**src/rtl/b_recv_ctrl.sv**
```systemverilog
// b_recv_ctrl: B-side toggle-handshake receiver; word valid SYNC_STAGES+1 bclk edges after breq_tgl flips, held until bready.
// Optional sticky protocol-error flag berr is built in when CDC_RECV_ERR_EN is defined.
module b_recv_ctrl #(
  parameter int WIDTH       = 8,
  parameter int SYNC_STAGES = 2
) (
  input  logic             bclk,
  input  logic             brst,
  input  logic             breq_tgl,
  input  logic [WIDTH-1:0] bdata_in,
  output logic             bvalid,
  input  logic             bready,
  output logic [WIDTH-1:0] bdata,
  output logic             back_tgl
`ifdef CDC_RECV_ERR_EN
  ,
  output logic             berr
`endif
);

  typedef enum logic {IDLE, VALID} state_t;

  state_t                 state, state_nxt;
  logic [SYNC_STAGES-1:0] sync;
  logic                   req_prev, req_prev_nxt;
  logic                   req_edge;
  logic                   bvalid_nxt;
  logic                   back_nxt;
  logic [WIDTH-1:0]       bdata_nxt;

  // req_prev only follows the synchroniser when an edge is consumed, so an edge
  // seen during VALID stays pending until the next IDLE cycle.
  assign req_edge = sync[SYNC_STAGES-1] ^ req_prev;

  always_ff @(posedge bclk or posedge brst) begin
    if (brst) begin
      sync <= '0;
    end else begin
      sync <= {sync[SYNC_STAGES-2:0], breq_tgl};
    end
  end

  always_ff @(posedge bclk or posedge brst) begin
    if (brst) begin
      state    <= IDLE;
      req_prev <= 1'b0;
      bvalid   <= 1'b0;
      bdata    <= '0;
      back_tgl <= 1'b0;
    end else begin
      state    <= state_nxt;
      req_prev <= req_prev_nxt;
      bvalid   <= bvalid_nxt;
      bdata    <= bdata_nxt;
      back_tgl <= back_nxt;
    end
  end

  always_comb begin
    state_nxt    = state;
    req_prev_nxt = req_prev;
    bvalid_nxt   = bvalid;
    bdata_nxt    = bdata;
    back_nxt     = back_tgl;
    case (state)
      IDLE: begin
        if (req_edge) begin
          bdata_nxt    = bdata_in;
          bvalid_nxt   = 1'b1;
          req_prev_nxt = sync[SYNC_STAGES-1];
          state_nxt    = VALID;
        end
      end
      VALID: begin
        if (bvalid && bready) begin
          bvalid_nxt = 1'b0;
          back_nxt   = ~back_tgl;
          state_nxt  = IDLE;
        end
      end
      default: state_nxt = IDLE;
    endcase
  end

`ifdef CDC_RECV_ERR_EN
  // Sender toggled again before it could have seen our acknowledge.
  always_ff @(posedge bclk or posedge brst) begin
    if (brst) begin
      berr <= 1'b0;
    end else if (state == VALID && req_edge) begin
      berr <= 1'b1;
    end
  end
`endif

endmodule

```
**config.mk**
```make
export PLATFORM = sky130hd
export DESIGN_NAME = b_recv_ctrl
export DESIGN_NICKNAME = d
export VERILOG_FILES = /design/src/rtl/b_recv_ctrl.sv
export SDC_FILE = /design/constraint.sdc
export NUM_CORES = 1
export LEC_CHECK = 0
export CAP_MARGIN = 20
export CORE_UTILIZATION = 36
export DETAILED_ROUTE_END_ITERATION = 8
export PLACE_DENSITY = 0.71
export RECOVER_POWER = 50
export SLEW_MARGIN = 20
export SYNTH_ARGS = -nofsm -noshare
export SYNTH_HDL_FRONTEND = slang
export SYNTH_SLANG_ARGS = --single-unit
export TNS_END_PERCENT = 30
```
**constraint.sdc**
```tcl
create_clock -name bclk -period 1.4 [get_ports bclk]
set_clock_uncertainty 0.1 [all_clocks]
set_input_delay 0.14 -clock bclk [delete_from_list [all_inputs] [get_ports bclk]]
set_output_delay 0.14 -clock bclk [all_outputs]
set_load 0.005 [all_outputs]
```
Word level (Yosys, flattened, before mapping) --
Index checks and enable logic that the tools add are counted. W data, S select, Z words.
Word-level totals: logic and storage cells 21, output and inout bits 10, register bits 14, input bits 12
Operators by class: reductions and logical operators 4, equal/unequal tests 2, bitwise logic cells 3, muxes and demuxes 6
Operator list (number):
- $reduce_and A2 Y1 | 3
- $mux W1 | 4
- $pmux W1 S2 | 2
- $ne A2 B1 Y1 const B | 1
- $ne A2 B2 Y1 const B | 1
- $not A1 Y1 | 2
- $logic_and A1 B1 Y1 | 1
- $xor A1 B1 Y1 | 1

Depth between registers and ports, before layout --
word-level depth 3, gate-level depth with buffers 4, mapped depth without buffers 3

Worst setup path before layout --
Ideal clock, no wire load.
path type flip-flop to flip-flop, start point register req_prev, end point register bdata[0], arrival time 1153 ps, slack 22 ps, path buffers 1, data required time 1175 ps, cell stages (with the launch flop) 5, cell sequence dfrtp_1 > xor2_1 > and2b_1 > buf_6 > mux2_4
Between the ends: word-level cells in the longest chain between the ends 2
Ends and longest elaborated chain:
- from (decl) | RTL line 25 | logic req_prev, req_prev_nxt;
- from (signal assigned) | RTL line 52 | req_prev <= req_prev_nxt;
- $xor A1 B1 Y1 | RTL line 33 | assign req_edge = sync[SYNC_STAGES-1] ^ req_prev;
- $reduce_and A2 Y1 (no line)
- to (signal assigned) | RTL line 54 | bdata <= bdata_nxt;
- to (decl) | RTL line 13 | output logic [WIDTH-1:0] bdata,
Every way passes these cells. A chain may end at the register's enable or synchronous reset.

Final worst setup path --
start point register req_prev, end point register bdata[1]
Same word-level chain as after synthesis.

==> metrics.cfg <==
[run_status]
outcome=finished, violations left
violations=negative setup slack

[placement]
dp_hpwl_um=638
place.gp.congestion=0.624
portBuffers=21
dp.cells=71

[worst_setup_path]
worstPathMaxFanout=8
r2r-start=req_prev
cp_num_buf_inv=1
end_kind=flip-flop
critical-path-top-delay-family=flip-flops
r2r-end=bdata[1]
critPathMaxStageDelay_ns=0.39
worst-r2r-cell-count=4
reg2reg_slack_ns=-0.01
cpMaxStageDelayCell=dfrtp_1
crit_chain=xor2_1 -> and2b_1 -> buf_12 -> mux2_4
critPathRequiredTime_ns=1.45
crit_path_start_kind=flip-flop
crit_arrival_ns=1.47
crit_type=flip-flop to flip-flop

[sta]
finalCriticalPeriod_ns=1.41
tightestPinTransition_ns=0.499
setup_slack_ns=-0.0145
finalHoldViolations=0
setup_viol=8
setup_tns_ns=-0.0574
rsz0062_at_grt=yes
fin_crit_sh=1.01
max_freq_ghz=0.707
slew_headroom=0.667
maxSlewViolCount=0

[pwr]
internal-power_mw=1.20
power.switching_mw=0.406
power_frac_seq=0.426
p_leak_nw=0.439
p_total_mw=1.60
irDropWorstVdd_uv=1020
p_clk_frac=0.132
power_density_nw_per_um2=1910
combPwrFrac=0.442
p_sw_frac=0.253

[clock_tree]
htreeDepth=1
cts_made_buffers=3
post_cts_buffers=0
cts-resized-gates=3
postCtsHoldBufs=0
cts_sinks=14
clock_latency_ns=0.26
cts_tree=built
clkTransAtPathRegs_ns=0.08
cts_buffer_depth=2
clock-root-buffer=clkbuf_4

[grt]
grt_util_all_layers=0.133
grt_pass1_vias=331
overflow=0
grt_start_max_net_pins=15
grt_antenna_before_repair=0
grt_pass1_wl_um=1390

[logic_synthesis]
netlist_area_um2=548
async_flop_share=1.00
netlist.area_leader.share=0.639
synth_common_cells=dfrtp_1, mux2_4, inv_1
ys.flop_type=dfrtp_1
yosysMostFrequentCell=dfrtp_1
synth_cell_type_count=12
synth_top_cell_by_area=dfrtp_1
ys_seq_area_frac=0.639
synth_edf_count=0
synth_fp_nets=45
synth_area_leaders=dfrtp_1, mux2_4, buf_6, mux2_2, xnor2_1
synth-seq-cells=14
synthCells=33
syn_avg_cell_area_um2=16.6
ys_warn_count=0

[run]
maxCapViolCount=0

[detailed_routing]
postRouteAntennaNets=0
via_count=332
drc=0
firstDrtPassIters=3
wl_per_cell_um=11.4
vias_per_cell=4.49
drt-initial-drc-count=2
wl_um=841

[layout]
fin_cells=74
drive_above_1_share=0.254
antenna-diode-count=0
area_delta_synth_final_pct=52.7
fin_nets=73
utilization=0.620

[floorplanning]
start_util=0.406
die_area_um2=1680
die_x_um=41.0
die_y_um=41.0
num_io_pins=22
fp.coreArea_um2=1350
rows=13

[worst_hold_path]
hp-class=input port to asynchronous set/reset pin

[cell families (layout without fill, tap and decap cells)]
kind of cell | Yosys count | count (layout) | share of synthesized area
muxes | 9 | 9 | 0.240
xor gates and xnor gates | 2 | 2 | 0.0320
DFF | 14 | 14 | 0.639
and+or+nand+nor | 3 | 3 | 0.0297
buffers and inverters | 3 | 29 | 0.0343
AOI/OAI and AO/OA | 2 | 2 | 0.0251
[registers in the layout, summed over array words and instances (netlist names)]
name / count
bdata: 8
sync: 2
back_tgl: 1
bvalid: 1
req_prev: 1
state: 1
[layout make-up]
class | count | area [um^2]
clock buffers | 3 | 22.5
multi-input cells | 16 | 179
fillers | 114 | 513
inverters | 2 | 7.51
flip-flops and latches | 14 | 350
well taps | 15 | 18.8
repair buffers | 24 | 259
[power by group through the flow]
stage	Sequential, mW	Clock [mW]	Combinational [mW]
3_5_place_dp	0.696	0	0.779
2_1_floorplan	0.702	0	0.353
3_3_place_gp	0.691	0	0.768
6_report	0.683	0.211	0.709
5_1_grt	0.709	0.246	0.773
4_1_cts	0.693	0.224	0.750
[stage by stage]
stage          worst slack (ns)  area, um^2  hold WS [ns]
4_1_cts                 -0.0355         820         0.107
3_3_place_gp             0.0264         801         0.233
3_5_place_dp            -0.0112         801         0.245
2_1_floorplan            0.0220         548       -0.0708
5_1_grt                 -0.0936         837         0.276
6_report                -0.0145         837         0.230
[layer usage]
metal	track usage	wire length, um	part of all wire	up-vias
li1	-	-	-	165
met1	0.181	412	0.49	149
met2	0.191	352	0.42	18
met3	0.0489	76	0.090	0
met4	0.0500	0	0	0
met5	0	0	0	-
[worst register-to-register path: stages (launching register included)]
cell	delay, ns
dfrtp_1	0.39
xor2_1	0.18
and2b_1	0.19
buf_12	0.14
mux2_4	0.30
[worst max path at each step]
stage	start	to	slack [ns]	depth (start not counted)
after floorplan	req_prev	bdata[0]	0.02	4
after global placement	req_prev	bdata[6]	0.03	4
after detailed placement	req_prev	bdata[1]	-0.01	4
after CTS	req_prev	bdata[1]	-0.04	4
after global routing	req_prev	bdata[1]	-0.09	4
final	req_prev	bdata[1]	-0.01	4
[layout by cell type (no fill, tap or decap)]
master            n
and2b_1           1
buf_12            1
buf_4             2
clkbuf_4          3
clkdlybuf4s50_1   9
dfrtp_1          14
dlygate4sd2_1     3
dlygate4sd3_1     2
dlymetal6s2s_1    7
inv_1             2
mux2_2            1
mux2_4            8
nand3_1           1
nor2_1            1
o21a_1            1
o22ai_1           1
xnor2_1           1
xor2_1            1
(Power assumes the default switching activity.)
